--- src/rtl/array_7_ctrl_if.sv ---
// Requester-side bundle of array_7_ctrl: two read ports, one write port,
// the response queue head and the zero-fill status.
interface array_7_ctrl_if #(
  parameter int ADDR_W = 6,
  parameter int DATA_W = 160
);
  logic              rd0_valid;
  logic              rd0_ready;
  logic [ADDR_W-1:0] rd0_addr;
  logic              rd1_valid;
  logic              rd1_ready;
  logic [ADDR_W-1:0] rd1_addr;
  logic              wr_valid;
  logic              wr_ready;
  logic [ADDR_W-1:0] wr_addr;
  logic [DATA_W-1:0] wr_data;
  logic              resp_valid;
  logic              resp_ready;
  logic [DATA_W-1:0] resp_data;
  logic              resp_id;
  logic              init_done;

  modport master (
    output rd0_valid, rd0_addr, rd1_valid, rd1_addr,
    output wr_valid, wr_addr, wr_data, resp_ready,
    input  rd0_ready, rd1_ready, wr_ready,
    input  resp_valid, resp_data, resp_id, init_done
  );

  modport slave (
    input  rd0_valid, rd0_addr, rd1_valid, rd1_addr,
    input  wr_valid, wr_addr, wr_data, resp_ready,
    output rd0_ready, rd1_ready, wr_ready,
    output resp_valid, resp_data, resp_id, init_done
  );
endinterface

--- src/rtl/array_7_ctrl.sv ---
// Front-end for a 1R1W array macro: zero-fills after reset, round-robins two
// readers onto the read port and returns read data through an in-order queue.
module array_7_ctrl #(
  parameter int ADDR_W     = 6,
  parameter int DATA_W     = 160,
  parameter int DEPTH      = 64,
  parameter int RESP_DEPTH = 3
) (
  input  logic              clock,
  input  logic              reset,
  array_7_ctrl_if.slave     io,
  output logic [ADDR_W-1:0] W0_addr,
  output logic              W0_en,
  output logic [DATA_W-1:0] W0_data,
  output logic [ADDR_W-1:0] R0_addr,
  output logic              R0_en,
  input  logic [DATA_W-1:0] R0_data
);
  localparam int PW = (RESP_DEPTH > 1) ? $clog2(RESP_DEPTH) : 1;
  localparam int CW = $clog2(RESP_DEPTH + 1) + 1;

  typedef enum logic {S_INIT, S_RUN} state_t;

  state_t            r_state, w_state_nxt;
  logic [ADDR_W-1:0] r_cnt;
  logic              r_rr;
  logic              r_inflight, r_inflight_id;
  logic              r_byp_hit;
  logic [DATA_W-1:0] r_byp_data;
  logic [CW-1:0]     r_count;
  logic [PW-1:0]     r_wptr, r_rptr;
  logic [DATA_W-1:0] r_q_data [RESP_DEPTH];
  logic              r_q_id   [RESP_DEPTH];

  logic              w_gnt_vld, w_gnt_id, w_allow;
  logic              w_push, w_pop;
  logic [CW-1:0]     w_occ;
  logic [DATA_W-1:0] w_push_data;

  function automatic logic [PW-1:0] ptr_inc(input logic [PW-1:0] p);
    return (p == PW'(RESP_DEPTH - 1)) ? '0 : p + 1'b1;
  endfunction

  // Credit counts the in-flight read; a same-cycle pop is deliberately ignored
  // so resp_ready never reaches the read readys combinationally.
  assign w_occ   = r_count + CW'(r_inflight);
  assign w_allow = (r_state == S_RUN) && (w_occ < CW'(RESP_DEPTH));

  always_comb begin
    w_state_nxt  = r_state;
    W0_en        = 1'b0;
    W0_addr      = io.wr_addr;
    W0_data      = io.wr_data;
    R0_en        = 1'b0;
    R0_addr      = io.rd0_addr;
    w_gnt_vld    = 1'b0;
    w_gnt_id     = 1'b0;
    io.rd0_ready = 1'b0;
    io.rd1_ready = 1'b0;
    case (r_state)
      S_INIT: begin
        W0_en   = 1'b1;
        W0_addr = r_cnt;
        W0_data = '0;
        if (r_cnt == ADDR_W'(DEPTH - 1)) w_state_nxt = S_RUN;
      end
      S_RUN: begin
        W0_en = io.wr_valid;
        if (w_allow && (io.rd0_valid || io.rd1_valid)) begin
          w_gnt_vld    = 1'b1;
          w_gnt_id     = (io.rd0_valid && io.rd1_valid) ? r_rr : io.rd1_valid;
          R0_en        = 1'b1;
          R0_addr      = w_gnt_id ? io.rd1_addr : io.rd0_addr;
          io.rd0_ready = !w_gnt_id;
          io.rd1_ready = w_gnt_id;
        end
      end
      default: w_state_nxt = S_INIT;
    endcase
  end

  always_ff @(posedge clock or posedge reset) begin
    if (reset) begin
      r_state <= S_INIT;
      r_cnt   <= '0;
    end else begin
      r_state <= w_state_nxt;
      if (r_state == S_INIT) r_cnt <= r_cnt + 1'b1;
    end
  end

  // A write to the address being read this cycle must win, whatever the macro does.
  always_ff @(posedge clock or posedge reset) begin
    if (reset) begin
      r_rr          <= 1'b0;
      r_inflight    <= 1'b0;
      r_inflight_id <= 1'b0;
      r_byp_hit     <= 1'b0;
    end else begin
      r_inflight    <= w_gnt_vld;
      r_inflight_id <= w_gnt_id;
      r_byp_hit     <= w_gnt_vld && W0_en && (W0_addr == R0_addr);
      if (w_gnt_vld) r_rr <= ~w_gnt_id;
    end
  end

  always_ff @(posedge clock) begin
    if (w_gnt_vld && W0_en) r_byp_data <= W0_data;
  end

  assign w_push      = r_inflight;
  assign w_pop       = io.resp_valid && io.resp_ready;
  assign w_push_data = r_byp_hit ? r_byp_data : R0_data;

  always_ff @(posedge clock or posedge reset) begin
    if (reset) begin
      r_count <= '0;
      r_wptr  <= '0;
      r_rptr  <= '0;
    end else begin
      if (w_push) r_wptr <= ptr_inc(r_wptr);
      if (w_pop)  r_rptr <= ptr_inc(r_rptr);
      r_count <= r_count + CW'(w_push) - CW'(w_pop);
    end
  end

  always_ff @(posedge clock) begin
    if (w_push) begin
      r_q_data[r_wptr] <= w_push_data;
      r_q_id[r_wptr]   <= r_inflight_id;
    end
  end

  assign io.resp_valid = (r_count != '0);
  assign io.resp_data  = r_q_data[r_rptr];
  assign io.resp_id    = r_q_id[r_rptr];
  assign io.init_done  = (r_state == S_RUN);
  assign io.wr_ready   = (r_state == S_RUN);
endmodule

--- src/flat_wrapper.sv ---
// flat-port wrapper written by rule: the top's interface ports become plain ports
module array_7_ctrl_flat 
#(
  parameter int ADDR_W     = 6,
  parameter int DATA_W     = 160,
  parameter int DEPTH      = 64,
  parameter int RESP_DEPTH = 3
)
  (clock, reset, W0_addr, W0_en, W0_data, R0_addr, R0_en, R0_data, io_rd0_valid, io_rd0_addr, io_rd1_valid, io_rd1_addr, io_wr_valid, io_wr_addr, io_wr_data, io_resp_ready, io_rd0_ready, io_rd1_ready, io_wr_ready, io_resp_valid, io_resp_data, io_resp_id, io_init_done);
  array_7_ctrl_if #(.ADDR_W(ADDR_W), .DATA_W(DATA_W)) io_i ();
  input  logic clock;
  input  logic reset;
  output logic [ADDR_W-1:0] W0_addr;
  output logic W0_en;
  output logic [DATA_W-1:0] W0_data;
  output logic [ADDR_W-1:0] R0_addr;
  output logic R0_en;
  input  logic [DATA_W-1:0] R0_data;
  input wire logic [$bits(io_i.rd0_valid)-1:0] io_rd0_valid;
  input wire logic [$bits(io_i.rd0_addr)-1:0] io_rd0_addr;
  input wire logic [$bits(io_i.rd1_valid)-1:0] io_rd1_valid;
  input wire logic [$bits(io_i.rd1_addr)-1:0] io_rd1_addr;
  input wire logic [$bits(io_i.wr_valid)-1:0] io_wr_valid;
  input wire logic [$bits(io_i.wr_addr)-1:0] io_wr_addr;
  input wire logic [$bits(io_i.wr_data)-1:0] io_wr_data;
  input wire logic [$bits(io_i.resp_ready)-1:0] io_resp_ready;
  output wire logic [$bits(io_i.rd0_ready)-1:0] io_rd0_ready;
  output wire logic [$bits(io_i.rd1_ready)-1:0] io_rd1_ready;
  output wire logic [$bits(io_i.wr_ready)-1:0] io_wr_ready;
  output wire logic [$bits(io_i.resp_valid)-1:0] io_resp_valid;
  output wire logic [$bits(io_i.resp_data)-1:0] io_resp_data;
  output wire logic [$bits(io_i.resp_id)-1:0] io_resp_id;
  output wire logic [$bits(io_i.init_done)-1:0] io_init_done;
  assign io_i.rd0_valid = io_rd0_valid;
  assign io_i.rd0_addr = io_rd0_addr;
  assign io_i.rd1_valid = io_rd1_valid;
  assign io_i.rd1_addr = io_rd1_addr;
  assign io_i.wr_valid = io_wr_valid;
  assign io_i.wr_addr = io_wr_addr;
  assign io_i.wr_data = io_wr_data;
  assign io_i.resp_ready = io_resp_ready;
  assign io_rd0_ready = io_i.rd0_ready;
  assign io_rd1_ready = io_i.rd1_ready;
  assign io_wr_ready = io_i.wr_ready;
  assign io_resp_valid = io_i.resp_valid;
  assign io_resp_data = io_i.resp_data;
  assign io_resp_id = io_i.resp_id;
  assign io_init_done = io_i.init_done;
  array_7_ctrl #(.ADDR_W(ADDR_W), .DATA_W(DATA_W), .DEPTH(DEPTH), .RESP_DEPTH(RESP_DEPTH)) u_core (.clock(clock), .reset(reset), .io(io_i), .W0_addr(W0_addr), .W0_en(W0_en), .W0_data(W0_data), .R0_addr(R0_addr), .R0_en(R0_en), .R0_data(R0_data));
endmodule
--- config.mk ---
export PLATFORM = sky130hd
export DESIGN_NAME = array_7_ctrl_flat
export DESIGN_NICKNAME = d
export VERILOG_FILES = /design/src/rtl/array_7_ctrl_if.sv /design/src/rtl/array_7_ctrl.sv /design/src/flat_wrapper.sv
export SDC_FILE = /design/constraint.sdc
export NUM_CORES = 1
export LEC_CHECK = 0
export ABC_AREA = 0
export CAP_MARGIN = 20
export CORE_AREA = 4 4 265 267
export DETAILED_ROUTE_END_ITERATION = 16
export DIE_AREA = 0 0 269 271
export PLACE_DENSITY_LB_ADDON = 0.1
export RECOVER_POWER = 25
export SLEW_MARGIN = 30
export SYNTH_ARGS = -nofsm -noshare
export SYNTH_HDL_FRONTEND = slang
export SYNTH_SLANG_ARGS = --single-unit
--- constraint.sdc ---
create_clock -name clock -period 20.8 [get_ports clock]
set_input_delay 3.12 -clock clock [delete_from_list [all_inputs] [get_ports clock]]
set_output_delay 3.12 -clock clock [all_outputs]
set_load 0.01 [all_outputs]
Word-level counts from Yosys, hierarchy flattened --
Memory sizes are Yosys's and may differ from the RTL's. Cells that the tools add are included.
Cells by class: muxes and demuxes 20, reductions and logical operators 9, bitwise gates (word level) 2, magnitude comparators 1, $add $sub $neg 5, eq/ne operators 4
Operators with widths (number):
- 160-bit two-way mux | 2
- 6-bit two-way mux | 4
- 1-bit two-way mux | 11
- 6-bit by 1-bit adder with 6-bit output (second input constant) | 1
- 6-bit equality test | 1
- 6-bit equality test (second input constant) | 1
- 1-bit logical AND | 6
- 2-bit by 1-bit adder with 2-bit output (second input constant) | 2
- 2-bit equality test (second input constant) | 2
- 2-bit two-way mux | 2
- 3-bit by 1-bit adder with 3-bit output | 1
- 3-bit by 2-bit less-than comparator with 1-bit output (second input constant) | 1
- 3-bit nonzero test | 1
- 3-bit by 1-bit subtractor with 3-bit output | 1
- 1-bit NOT | 2
- 1-bit one-hot mux with 2 select lines | 1
- 1-bit zero test | 1
- 1-bit logical OR | 1
Storage, ports and cells: memories kept 2, bits in registers 178, memory bits (writable) 483
Memory list:
- u_core.r_q_data | words 3, bits a word 160, rd ports 1, clocked after memory_dff 0, write ports 1, line array_7_ctrl.sv:32 | logic [DATA_W-1:0] r_q_data [RESP_DEPTH];
- u_core.r_q_id | words 3, bits a word 1, rd ports 1, clocked after memory_dff 0, write ports 1, line array_7_ctrl.sv:33 | logic r_q_id [RESP_DEPTH];

Longest topological paths before layout --
Gate-level depths: netlist of the first run.
word-level depth 8, mapped depth 8

Worst setup path after synthesis of the first run --
Ideal clock, no wire load.
path kind register to register, from register u_core.r_wptr[0], to memory u_core.r_q_data[2][0], enable pin, path slack 7.853 ns, path buffers 0, data arrival time 12.036 ns, stages on the path, launching flop included 2, path through dfrtp_1 nor3b_1
RTL lines:
- from (decl) | line array_7_ctrl.sv:31 | logic [PW-1:0] r_wptr, r_rptr;
- from (signal assigned) | line array_7_ctrl.sv:121 | if (w_push) r_wptr <= ptr_inc(r_wptr);
- to (decl) | line array_7_ctrl.sv:32
No word-level cell before the write port.

Worst setup path in the final report of the first run --
from register u_core.r_state, in the netlist u_core.io.init_done, to output R0_addr[2]
Between the ends: longest elaborated chain between the ends 4
RTL lines:
- from (decl) | line array_7_ctrl.sv:24 | state_t r_state, w_state_nxt;
- from (signal assigned) | line array_7_ctrl.sv:87 | r_state <= w_state_nxt;
- 1-bit logical AND | line array_7_ctrl.sv:47 | assign w_allow = (r_state == S_RUN) && (w_occ < CW'(RESP_DEPTH));
- 1-bit logical AND | line array_7_ctrl.sv:69 | if (w_allow && (io.rd0_valid || io.rd1_valid)) begin
- 6-bit two-way mux | line array_7_ctrl.sv:69
- 6-bit two-way mux (*) | line array_7_ctrl.sv:60 | case (r_state)
- to (decl) | line flat_wrapper.sv:16 | output logic [ADDR_W-1:0] R0_addr;
Mark *: on every way between the ends. The rest lies on a longest branch, timed or not.

==> results of run 1 <==
==> worst max-delay path, stage by stage (launching register included) <==
cell and delay [ps]:
sky130_fd_sc_hd__dfrtp_1 1690, sky130_fd_sc_hd__clkbuf_1 2520, sky130_fd_sc_hd__and2_1 420, sky130_fd_sc_hd__nand4_4 200, sky130_fd_sc_hd__mux2_2 300, sky130_fd_sc_hd__clkdlybuf4s50_1 590
==> layout by cell type (no fill, tap or decap), types with 5 or more instances in the layout <==
| master | instances |
|---|---|
| sky130_fd_sc_hd__clkdlybuf4s50_1 | 683 |
| sky130_fd_sc_hd__edfxtp_1 | 643 |
| sky130_fd_sc_hd__mux2_2 | 171 |
| sky130_fd_sc_hd__nand2_1 | 167 |
| sky130_fd_sc_hd__o21ai_0 | 163 |
| sky130_fd_sc_hd__mux2i_1 | 162 |
| sky130_fd_sc_hd__and2_1 | 161 |
| sky130_fd_sc_hd__clkbuf_16 | 75 |
| sky130_fd_sc_hd__clkbuf_1 | 27 |
| sky130_fd_sc_hd__dfrtp_1 | 15 |
| sky130_fd_sc_hd__clkinv_2 | 12 |
| sky130_fd_sc_hd__inv_1 | 10 |
| sky130_fd_sc_hd__clkinv_1 | 9 |
| sky130_fd_sc_hd__bufinv_16 | 7 |
| sky130_fd_sc_hd__nor2_1 | 6 |
| sky130_fd_sc_hd__xnor2_1 | 5 |
| sky130_fd_sc_hd__xor2_1 | 5 |
| sky130_fd_sc_hd__ha_1 | 5 |
| sky130_fd_sc_hd__buf_4 | 5 |
| sky130_fd_sc_hd__buf_6 | 5 |
==> sequential cells by signal, indices dropped and copies added (netlist names) <==
| name | count |
|---|---|
| u_core.r_inflight_id | 1 |
| u_core.r_wptr | 2 |
| u_core.r_rr | 1 |
| u_core.r_inflight | 1 |
| u_core.r_byp_data | 160 |
| u_core.r_rptr | 2 |
| u_core.r_q_id | 3 |
| u_core.r_cnt | 6 |
| u_core.r_count | 3 |
| u_core.r_byp_hit | 1 |
| u_core.io.init_done | 1 |
| u_core.r_q_data | 480 |
==> layout make-up <==
| type | count | area [µm²] | share of cell area, % |
|---|---|---|---|
| antenna | 1 | 2.50 | 0.00685 |
| clock buffer | 92 | 1940 | 5.31 |
| clock inverter | 32 | 353 | 0.965 |
| inverter | 10 | 37.5 | 0.103 |
| multi-input combinational | 871 | 6370 | 17.4 |
| sequential | 661 | 19800 | 54.1 |
| tap | 882 | 1100 | 3.02 |
| timing repair buffer | 703 | 6970 | 19.1 |
==> per-stage QoR <==
stage	hold WS [ps]	cell area [µm²]	util, %	power [mW]	setup slack (ps)
after floorplan	438	26500	-	1.89	7850
after global placement	476	34300	50.3	2.40	12790
after detailed placement	477	34400	50.4	2.40	12770
after CTS	490	36600	53.8	3.66	12780
after global routing	531	36500	53.7	3.75	10420
final	484	36500	53.7	3.59	11320
==> logic make-up after synthesis <==
family,share of synthesized area (%)
buf+inv,1.47
flops,74.5
fa+ha+maj,0.236
mux,13.4
simple gates,6.69
compound gates,3.33
xor+xnor,0.392
==> per-layer routing <==
layer / GRT usage [%] / wire length (µm)
met4: 4.57 / 1390
met1: 22.9 / 28500
met2: 34.1 / 37400
met5: 0 / 36
met3: 5.08 / 4390
==> power groups by stage <==
| stage | combinational [mW] | sequential [mW] | clock (mW) |
|---|---|---|---|
| floorplan | 0.400 | 1.49 | 0 |
| global placement | 0.881 | 1.52 | 0 |
| finish | 0.862 | 1.49 | 1.24 |
| global route | 0.926 | 1.49 | 1.33 |
| CTS | 0.888 | 1.49 | 1.28 |
| detailed placement | 0.883 | 1.52 | 0 |
==> final timing paths <==
kind | from | to | slack (ps) | cells past startpoint
worst max-delay path | u_core.io.init_done | R0_addr[2] | 11320 | 5
worst min-delay path | u_core.r_cnt[2] | u_core.r_cnt[2] | 480 | 1
worst max register to register | u_core.r_inflight | u_core.r_q_data[1][94] | 12750 | 4
worst min register to register | u_core.r_cnt[2] | u_core.r_cnt[2] | 480 | 1
max in group asynchronous | reset | u_core.r_byp_hit | 17270 | 2
min in group asynchronous | reset | u_core.r_inflight | 2960 | 2
==> impl_metrics.xml, run 1 <==
<?xml version="1.0" encoding="UTF-8"?>
<metrics>
  <group name="cts">
    <metric name="ctsResizeCount" unit="">0</metric>
    <metric name="clk_latency" unit="ps">590</metric>
    <metric name="clkTransAtPathRegs" unit="ps">50</metric>
    <metric name="cts_tree" unit="">yes</metric>
    <metric name="postCtsHoldBufs" unit="">0</metric>
    <metric name="cts_htree_levels" unit="">3</metric>
    <metric name="cts_setup_buffers" unit="">0</metric>
    <metric name="ctsLongestPathBuffers" unit="">3</metric>
    <metric name="cts-buffers-inserted" unit="">72</metric>
    <metric name="cts_num_sinks" unit="">661</metric>
    <metric name="clockRootBuffer" unit="">sky130_fd_sc_hd__clkbuf_16</metric>
  </group>
  <group name="status">
    <metric name="violations" unit="">capacitance limit, slew limit</metric>
    <metric name="outcome" unit="">finished, violations left</metric>
  </group>
  <group name="sta">
    <metric name="grt_setup_unrepaired" unit="">false</metric>
    <metric name="max_freq" unit="MHz">105</metric>
    <metric name="layout_worst_path_cycle_share" unit="%">45.6</metric>
    <metric name="finalSetupViolations" unit="">0</metric>
    <metric name="worstMarginPinSlew" unit="ps">8430</metric>
    <metric name="report.final.hold_viol_count" unit="">0</metric>
    <metric name="maxSlewViolCount" unit="">580</metric>
    <metric name="layout_min_cycle_time" unit="ps">9480</metric>
    <metric name="worst_slew_margin_rel" unit="%">-462</metric>
    <metric name="final.setup_skew" unit="ps">29.5</metric>
    <metric name="setup_tns_final" unit="ps">0</metric>
  </group>
  <group name="floorplan">
    <metric name="core.rowCount" unit="">96</metric>
    <metric name="initial_utilization" unit="%">38.9</metric>
    <metric name="dieWidth" unit="µm">269</metric>
    <metric name="ioPinCount" unit="">684</metric>
    <metric name="coreArea" unit="µm²">68100</metric>
    <metric name="die_height" unit="µm">271</metric>
    <metric name="die-area" unit="µm²">72900</metric>
  </group>
  <group name="yosys">
    <metric name="synth-warning-count" unit="">0</metric>
    <metric name="synth.yosys.seq_area_share" unit="%">74.5</metric>
    <metric name="ys_async_sr_fraction" unit="%">2.72</metric>
    <metric name="post-synth-top-area-fraction" unit="%">72.8</metric>
    <metric name="synth_area" unit="µm²">26500</metric>
    <metric name="synth_fp_nets" unit="">1983</metric>
    <metric name="post_synth_main_area_contributors" unit="">sky130_fd_sc_hd__edfxtp_1 73%, sky130_fd_sc_hd__mux2_2 7.3%, sky130_fd_sc_hd__mux2i_1 6.1%</metric>
    <metric name="post_synth_inst_count" unit="">1634</metric>
    <metric name="number_of_flip_flops_and_latches_in_the_synthesized_netlist" unit="">661</metric>
    <metric name="yosys.area.top_type" unit="">sky130_fd_sc_hd__edfxtp_1</metric>
    <metric name="syn-mean-instance-area" unit="µm²">16.2</metric>
    <metric name="synth_enable_flop_cells" unit="">643</metric>
    <metric name="synth_common_cells" unit="">643 x sky130_fd_sc_hd__edfxtp_1, 171 x sky130_fd_sc_hd__mux2_2, 167 x sky130_fd_sc_hd__nand2_1</metric>
    <metric name="synth_ff_type" unit="">sky130_fd_sc_hd__edfxtp_1</metric>
    <metric name="synthDistinctLibCells" unit="">33</metric>
    <metric name="synthMostInstantiatedCell" unit="">sky130_fd_sc_hd__edfxtp_1</metric>
  </group>
  <group name="critical_path">
    <metric name="cp-start-kind" unit="">register</metric>
    <metric name="worst_ep_required_time" unit="ps">17680</metric>
    <metric name="worstSetupEndpointType" unit="">primary output</metric>
    <metric name="crit_type" unit="">reg2out</metric>
    <metric name="worst_ep_arrival_time" unit="ps">6360</metric>
    <metric name="crit_fanout" unit="">97</metric>
  </group>
  <group name="grt">
    <metric name="gr-usage-all-layers" unit="%">19.1</metric>
    <metric name="grt_pass1_vias" unit="">16100</metric>
    <metric name="grt_start_max_net_pins" unit="">131</metric>
    <metric name="global_route.overflow_total" unit="">0</metric>
    <metric name="grt_first_pass_wirelength" unit="µm">103000</metric>
    <metric name="antenna_violations_before_repair" unit="">4</metric>
  </group>
  <group name="power_and_ir_drop">
    <metric name="internal_power" unit="mW">2.64</metric>
    <metric name="cellPowerDensity" unit="nW/µm²">98.3</metric>
    <metric name="power.share.switching" unit="%">26.6</metric>
    <metric name="share_seq_of_total_power" unit="%">41.5</metric>
    <metric name="net-switching-power" unit="µW">957</metric>
    <metric name="combPwrFrac" unit="%">24.0</metric>
    <metric name="cellLeakagePower" unit="nW">12.4</metric>
    <metric name="clock_power_share" unit="%">34.5</metric>
    <metric name="power.ir.vdd_worst" unit="mV">0.0524</metric>
  </group>
  <group name="placement">
    <metric name="place.detailed.hpwl" unit="µm">49100</metric>
    <metric name="dpl.cell_count" unit="">3127</metric>
    <metric name="place_congestion" unit="">0.810</metric>
    <metric name="quantity_of_i_o_buffers_inserted_on_ports" unit="">683</metric>
  </group>
  <group name="routing">
    <metric name="vias_per_cell" unit="">4.80</metric>
    <metric name="final_antenna_net_count" unit="">0</metric>
    <metric name="drc" unit="">0</metric>
    <metric name="drt_pass1_iterations" unit="">5</metric>
    <metric name="num_vias" unit="">15600</metric>
    <metric name="route.final.wire_length" unit="µm">71700</metric>
    <metric name="post_drt_wl_per_cell" unit="µm">22.1</metric>
    <metric name="drtIter0Drc" unit="">821</metric>
  </group>
  <group name="cells_and_area">
    <metric name="nNetsFinal" unit="">2668</metric>
    <metric name="final_layout_size_suffix_gt1_share" unit="%">12.1</metric>
    <metric name="nFillCells" unit="">5543</metric>
    <metric name="count_of_placed_standard_cells_in_the_final_layout_fillers_left_out" unit="">3252</metric>
    <metric name="synthToLayoutAreaGrowth" unit="%">37.8</metric>
  </group>
  <group name="hold_path">
    <metric name="timing.hold.worst.class" unit="">reg2reg</metric>
  </group>
  <group name="flow_run">
    <metric name="max_cap_violations" unit="">9</metric>
  </group>
</metrics>
Power figures use the tool's default switching activity.
==> inputs of run 2 (changes only) <==
- CORE_AREA: 4 4 265 267 -> 4 4 266 268
- DIE_AREA: 0 0 269 271 -> 0 0 270 272
- clock period: 20.8 -> 8 ns (I/O delays scaled with it)
==> impl_metrics.xml, run 2 (synthesized netlist as in run 1, its figures left out) <==
<?xml version="1.0" encoding="UTF-8"?>
<metrics>
  <group name="sta">
    <metric name="report.final.hold_viol_count" unit="">0</metric>
    <metric name="layout_worst_path_cycle_share" unit="%">71.8</metric>
    <metric name="maxSlewViolCount" unit="">303</metric>
    <metric name="finalSetupViolations" unit="">0</metric>
    <metric name="setup_tns_final" unit="ps">0</metric>
    <metric name="final.setup_skew" unit="ps">23.0</metric>
    <metric name="worstMarginPinSlew" unit="ps">4040</metric>
    <metric name="layout_min_cycle_time" unit="ps">5750</metric>
    <metric name="max_freq" unit="MHz">174</metric>
    <metric name="grt_setup_unrepaired" unit="">false</metric>
    <metric name="worst_slew_margin_rel" unit="%">-169</metric>
  </group>
  <group name="cells_and_area">
    <metric name="final_layout_size_suffix_gt1_share" unit="%">11.2</metric>
    <metric name="count_of_placed_standard_cells_in_the_final_layout_fillers_left_out" unit="">3259</metric>
    <metric name="largest_register_ff_count" unit="">480</metric>
    <metric name="final_common_cell" unit="">sky130_fd_sc_hd__clkdlybuf4s50_1</metric>
    <metric name="largest_registers" unit="">u_core.r_q_data x480, u_core.r_byp_data x160, u_core.r_cnt x6</metric>
    <metric name="final_design_area_no_fill" unit="µm²">36600</metric>
    <metric name="utilization" unit="%">53.5</metric>
    <metric name="most-common-layout-cells" unit="">653 x sky130_fd_sc_hd__clkdlybuf4s50_1, 643 x sky130_fd_sc_hd__edfxtp_1, 167 x sky130_fd_sc_hd__nand2_1</metric>
    <metric name="nNetsFinal" unit="">2669</metric>
    <metric name="synthToLayoutAreaGrowth" unit="%">37.8</metric>
    <metric name="top_register_by_number_of_flip_flops" unit="">u_core.r_q_data</metric>
  </group>
  <group name="critical_path">
    <metric name="r2r_cells" unit="">6</metric>
    <metric name="worstSetupEndpointType" unit="">primary output</metric>
    <metric name="worst_r2r_startpoint" unit="">u_core.io.init_done</metric>
    <metric name="cp-start-kind" unit="">register</metric>
    <metric name="worst_ep_required_time" unit="ps">6800</metric>
    <metric name="crit_fanout" unit="">93</metric>
    <metric name="critical_path.slowest_cell" unit="">sky130_fd_sc_hd__dfrtp_1</metric>
    <metric name="worst_ep_arrival_time" unit="ps">4550</metric>
    <metric name="slowest_delay" unit="ps">2130</metric>
    <metric name="crit_type" unit="">reg2out</metric>
    <metric name="cp_cell_sequence" unit="">buf_4 -&gt; and2_1 -&gt; clkdlybuf4s50_1</metric>
    <metric name="worst_setup_path_startpoint" unit="">u_core.io.init_done</metric>
  </group>
  <group name="cts">
    <metric name="cts_htree_levels" unit="">3</metric>
    <metric name="clockRootBuffer" unit="">sky130_fd_sc_hd__clkbuf_16</metric>
    <metric name="ctsLongestPathBuffers" unit="">3</metric>
    <metric name="postCtsHoldBufs" unit="">0</metric>
    <metric name="clk_latency" unit="ps">600</metric>
    <metric name="ctsResizeCount" unit="">0</metric>
    <metric name="cts_num_sinks" unit="">661</metric>
    <metric name="clkTransAtPathRegs" unit="ps">60</metric>
    <metric name="cts-buffers-inserted" unit="">71</metric>
    <metric name="cts_tree" unit="">yes</metric>
    <metric name="cts_setup_buffers" unit="">0</metric>
  </group>
  <group name="floorplan">
    <metric name="dieWidth" unit="µm">270</metric>
    <metric name="core.rowCount" unit="">96</metric>
    <metric name="ioPinCount" unit="">684</metric>
    <metric name="initial_utilization" unit="%">38.8</metric>
    <metric name="coreArea" unit="µm²">68300</metric>
    <metric name="die_height" unit="µm">272</metric>
    <metric name="die-area" unit="µm²">73400</metric>
  </group>
  <group name="hold_path">
    <metric name="worstHoldPathCells" unit="">1</metric>
    <metric name="timing.hold.worst.class" unit="">reg2reg</metric>
    <metric name="launch_point_of_the_worst_hold_path" unit="">u_core.r_cnt[2]</metric>
  </group>
  <group name="routing">
    <metric name="route.final.wire_length" unit="µm">74900</metric>
    <metric name="drc" unit="">0</metric>
    <metric name="drt_pass1_iterations" unit="">5</metric>
    <metric name="drtIter0Drc" unit="">1043</metric>
    <metric name="num_vias" unit="">15800</metric>
    <metric name="final_antenna_net_count" unit="">0</metric>
    <metric name="post_drt_wl_per_cell" unit="µm">23.0</metric>
    <metric name="vias_per_cell" unit="">4.85</metric>
  </group>
  <group name="status">
    <metric name="violations" unit="">capacitance limit, slew limit</metric>
    <metric name="outcome" unit="">finished, violations left</metric>
  </group>
  <group name="placement">
    <metric name="place.detailed.hpwl" unit="µm">52500</metric>
    <metric name="place_congestion" unit="">0.832</metric>
    <metric name="detailed_place.area" unit="µm²">34300</metric>
    <metric name="dpl.cell_count" unit="">3127</metric>
    <metric name="quantity_of_i_o_buffers_inserted_on_ports" unit="">683</metric>
  </group>
  <group name="grt">
    <metric name="gr-usage-all-layers" unit="%">19.7</metric>
    <metric name="antenna_violations_before_repair" unit="">7</metric>
    <metric name="grt_start_max_net_pins" unit="">109</metric>
    <metric name="grt_first_pass_wirelength" unit="µm">108000</metric>
    <metric name="grt_pass1_vias" unit="">16400</metric>
    <metric name="global_route.overflow_total" unit="">0</metric>
  </group>
  <group name="power_and_ir_drop">
    <metric name="cellPowerDensity" unit="nW/µm²">253</metric>
    <metric name="cellLeakagePower" unit="nW">12.3</metric>
    <metric name="power.ir.vdd_worst" unit="mV">0.154</metric>
    <metric name="power" unit="mW">9.25</metric>
  </group>
  <group name="flow_run">
    <metric name="max_cap_violations" unit="">5</metric>
  </group>
</metrics>
run 2: cell count changes in the layout (fill, tap and decap cells not counted), moves of 8 or more:
cell	previous run	this run
sky130_fd_sc_hd__and2_1	161	81
sky130_fd_sc_hd__clkbuf_1	27	19
sky130_fd_sc_hd__dlygate4sd3_1	0	30
sky130_fd_sc_hd__clkdlybuf4s50_1	683	653
sky130_fd_sc_hd__mux2_2	171	143
sky130_fd_sc_hd__and2_0	0	80
sky130_fd_sc_hd__mux2_1	0	28
run 2: cell type report:
class                      count  area (µm²)
clock buffer                  90        1940
clock inverter                34         280
sequential                   661       19800
multi-input combinational    871        6380
fill                        5602       31800
inverter                      10        37.5
tap                          882        1100
timing repair buffer         705        7030
antenna                        6        15.0
run 2: final timing paths:
kind / end / slack [ps]
max in group asynchronous: u_core.r_rptr[1] / 6220
setup reg to reg: u_core.r_byp_hit / 3110
setup / recovery: W0_data[51] / 2250
hold / removal: u_core.r_cnt[2] / 500
min in group asynchronous: u_core.r_inflight / 1190
hold reg to reg: u_core.r_cnt[2] / 500
run 2: stage by stage:
step | worst slack (ps) | hold slack (ps)
after floorplan | 123 | 438
after global placement | 3830 | 475
after detailed placement | 3820 | 477
after CTS | 3460 | 495
after global routing | 1780 | 529
final | 2250 | 503
run 2: routing by layer:
metal	global-route usage [%]	up-vias	part of all wire (%)
met4	6.38	0	2.6
met2	35.8	486	53
li1	-	7476	-
met5	0	-	0
met1	22.6	7720	38
met3	5.31	108	6.4
run 2: report_power, final:
part           internal [mW]  total (mW)  switching (mW)
Clock                   1.84        3.14            1.29
Combinational           1.14        2.24            1.11
Sequential              3.79        3.87          0.0779
run 2: worst max-delay path: cells and delay by family, from the launching register on:
kind	cells	cell delay, ps
flip-flops	1	2130
AND/OR/NAND/NOR	1	350
buffers and inverters	2	1350
==> inputs of run 3 (changes only) <==
- CORE_AREA: 4 4 266 268 -> 4 4 267 269
- DIE_AREA: 0 0 270 272 -> 0 0 271 273
- clock period: 8 -> 5.5 ns (I/O delays scaled with it)
==> impl_metrics.xml, run 3 (synthesized netlist as in run 1, its figures left out) <==
<?xml version="1.0" encoding="UTF-8"?>
<metrics>
  <group name="status">
    <metric name="outcome" unit="">finished, violations left</metric>
    <metric name="violations" unit="">capacitance limit, slew limit</metric>
  </group>
  <group name="placement">
    <metric name="place_ws" unit="ps">1990</metric>
    <metric name="place_congestion" unit="">0.829</metric>
    <metric name="place.detailed.hpwl" unit="µm">49000</metric>
    <metric name="detailed_place.area" unit="µm²">34600</metric>
    <metric name="quantity_of_i_o_buffers_inserted_on_ports" unit="">683</metric>
  </group>
  <group name="critical_path">
    <metric name="r2r_cells" unit="">4</metric>
    <metric name="worstSetupEndpointType" unit="">primary output</metric>
    <metric name="worst_ep_required_time" unit="ps">4680</metric>
    <metric name="crit_fanout" unit="">92</metric>
    <metric name="cp-start-kind" unit="">register</metric>
    <metric name="worst_r2r_startpoint" unit="">u_core.r_inflight</metric>
    <metric name="timing.reg2reg.setup_slack" unit="ps">2020</metric>
    <metric name="worst_ep_arrival_time" unit="ps">3230</metric>
    <metric name="crit_type" unit="">reg2out</metric>
    <metric name="regToRegEndpoint" unit="">u_core.r_q_data[0][86]</metric>
  </group>
  <group name="floorplan">
    <metric name="die_height" unit="µm">273</metric>
    <metric name="coreArea" unit="µm²">68600</metric>
    <metric name="die-area" unit="µm²">74000</metric>
    <metric name="dieWidth" unit="µm">271</metric>
    <metric name="core.rowCount" unit="">96</metric>
    <metric name="initial_utilization" unit="%">38.7</metric>
    <metric name="ioPinCount" unit="">684</metric>
  </group>
  <group name="sta">
    <metric name="layout_min_cycle_time" unit="ps">4060</metric>
    <metric name="layout_worst_path_cycle_share" unit="%">73.8</metric>
    <metric name="worstMarginPinSlew" unit="ps">2380</metric>
    <metric name="final.setup_skew" unit="ps">23.0</metric>
    <metric name="report.final.hold_viol_count" unit="">0</metric>
    <metric name="max_freq" unit="MHz">246</metric>
    <metric name="post-route-worst-setup-slack" unit="ps">1440</metric>
    <metric name="grt_setup_unrepaired" unit="">false</metric>
    <metric name="worst_slew_margin_rel" unit="%">-58.8</metric>
    <metric name="finalSetupViolations" unit="">0</metric>
    <metric name="maxSlewViolCount" unit="">233</metric>
  </group>
  <group name="hold_path">
    <metric name="launch_point_of_the_worst_hold_path" unit="">u_core.r_inflight_id</metric>
    <metric name="worstHoldEndpoint" unit="">u_core.r_q_id[2]</metric>
    <metric name="worstHoldPathCells" unit="">0</metric>
    <metric name="timing.hold.worst.class" unit="">reg2reg</metric>
  </group>
  <group name="cells_and_area">
    <metric name="nNetsFinal" unit="">2671</metric>
    <metric name="final_design_area_no_fill" unit="µm²">36600</metric>
    <metric name="synthToLayoutAreaGrowth" unit="%">38.2</metric>
    <metric name="final_common_cell" unit="">sky130_fd_sc_hd__clkdlybuf4s50_1</metric>
    <metric name="final_layout_size_suffix_gt1_share" unit="%">9.95</metric>
    <metric name="most-common-layout-cells" unit="">682 x sky130_fd_sc_hd__clkdlybuf4s50_1, 643 x sky130_fd_sc_hd__edfxtp_1, 167 x sky130_fd_sc_hd__nand2_1</metric>
    <metric name="largest_register_ff_count" unit="">480</metric>
    <metric name="largest_registers" unit="">u_core.r_q_data x480, u_core.r_byp_data x160, u_core.r_cnt x6</metric>
    <metric name="nFillCells" unit="">5576</metric>
    <metric name="top_register_by_number_of_flip_flops" unit="">u_core.r_q_data</metric>
  </group>
  <group name="cts">
    <metric name="clk_latency" unit="ps">590</metric>
    <metric name="ctsLongestPathBuffers" unit="">3</metric>
    <metric name="cts_htree_levels" unit="">3</metric>
    <metric name="clockRootBuffer" unit="">sky130_fd_sc_hd__clkbuf_16</metric>
    <metric name="cts_num_sinks" unit="">661</metric>
    <metric name="postCtsHoldBufs" unit="">0</metric>
    <metric name="cts_tree" unit="">yes</metric>
    <metric name="ctsResizeCount" unit="">0</metric>
    <metric name="cts_setup_buffers" unit="">0</metric>
    <metric name="clkTransAtPathRegs" unit="ps">60</metric>
    <metric name="cts-buffers-inserted" unit="">72</metric>
  </group>
  <group name="power_and_ir_drop">
    <metric name="cellPowerDensity" unit="nW/µm²">365</metric>
    <metric name="power.ir.vdd_worst" unit="mV">0.341</metric>
    <metric name="power" unit="mW">13.4</metric>
    <metric name="cellLeakagePower" unit="nW">12.3</metric>
  </group>
  <group name="routing">
    <metric name="drt_pass1_iterations" unit="">5</metric>
    <metric name="num_vias" unit="">15800</metric>
    <metric name="drc" unit="">0</metric>
    <metric name="drtIter0Drc" unit="">769</metric>
    <metric name="post_drt_wl_per_cell" unit="µm">21.7</metric>
    <metric name="final_antenna_net_count" unit="">0</metric>
    <metric name="route.final.wire_length" unit="µm">71900</metric>
    <metric name="vias_per_cell" unit="">4.77</metric>
  </group>
  <group name="flow_run">
    <metric name="max_cap_violations" unit="">3</metric>
  </group>
  <group name="grt">
    <metric name="grt_start_max_net_pins" unit="">177</metric>
    <metric name="grt_pass1_vias" unit="">16400</metric>
    <metric name="grt_first_pass_wirelength" unit="µm">105000</metric>
    <metric name="gr-usage-all-layers" unit="%">18.8</metric>
    <metric name="antenna_violations_before_repair" unit="">4</metric>
    <metric name="global_route.overflow_total" unit="">0</metric>
  </group>
</metrics>
==> run 3: changes by cell type in the layout (fill, tap and decap cells not counted), sizes merged <==
| cell | delta |
|---|---|
| clkdlybuf4s50 | +29 |
| dlygate4sd3 | -29 |
| clkbuf | +7 |
| clkinv | -5 |
| buf | +4 |
| diode | -3 |
| inv | -3 |
| bufinv | -2 |
==> run 3: power breakdown <==
part | switching (mW) | total, mW | internal, mW
clock | 1.83 | 4.43 | 2.60
sequential | 0.0585 | 5.58 | 5.52
combinational | 1.70 | 3.35 | 1.65
==> run 3: worst max path at each step <==
stage                              startpoint                    end  cells after the start
after global routing      u_core.io.init_done             W0_addr[2]                      5
after detailed placement  u_core.io.init_done             W0_addr[2]                      5
after floorplan              u_core.r_wptr[0]  u_core.r_q_data[2][0]                      1
final                     u_core.io.init_done             W0_addr[2]                      5
after CTS                 u_core.io.init_done             W0_addr[2]                      5
after global placement    u_core.io.init_done             W0_addr[2]                      5
==> run 3: area by class of cell <==
| type | instances | area (µm²) | area share, % |
|---|---|---|---|
| diodes | 3 | 7.51 | 0.0205 |
| clock buffers | 100 | 1980 | 5.41 |
| clock inverters | 24 | 176 | 0.481 |
| inverters | 10 | 37.5 | 0.102 |
| multi-input cells | 871 | 6370 | 17.4 |
| flip-flops and latches | 661 | 19800 | 54.0 |
| well taps | 931 | 1160 | 3.18 |
| repair buffers | 706 | 7130 | 19.5 |
==> run 3: critical path, cell delays in order, from the launching register on <==
cell and delay, ps:
sky130_fd_sc_hd__dfrtp_4 930, sky130_fd_sc_hd__buf_4 630, sky130_fd_sc_hd__nor2b_1 190, sky130_fd_sc_hd__a21oi_1 300, sky130_fd_sc_hd__inv_1 70, sky130_fd_sc_hd__clkdlybuf4s50_1 490
==> run 3: per-stage QoR <==
stage	instances	hold WS, ps	utilization [%]	TNS (ps)
2_1_floorplan	1634	438	-	-563730
3_3_place_gp	3177	483	50.3	0
3_5_place_dp	3179	488	50.4	0
4_1_cts	3303	502	53.5	0
5_1_grt	3304	517	53.4	0
6_report	3306	496	53.4	0
==> run 3: routing by layer <==
layer	wire, µm	global-route usage, %	vias up	part of all wire, %
li1	-	-	7485	-
met1	28600	22.7	7720	40
met2	37100	32.8	445	52
met3	4240	5.13	103	5.9
met4	1950	5.86	4	2.7
met5	27	0	-	0.038
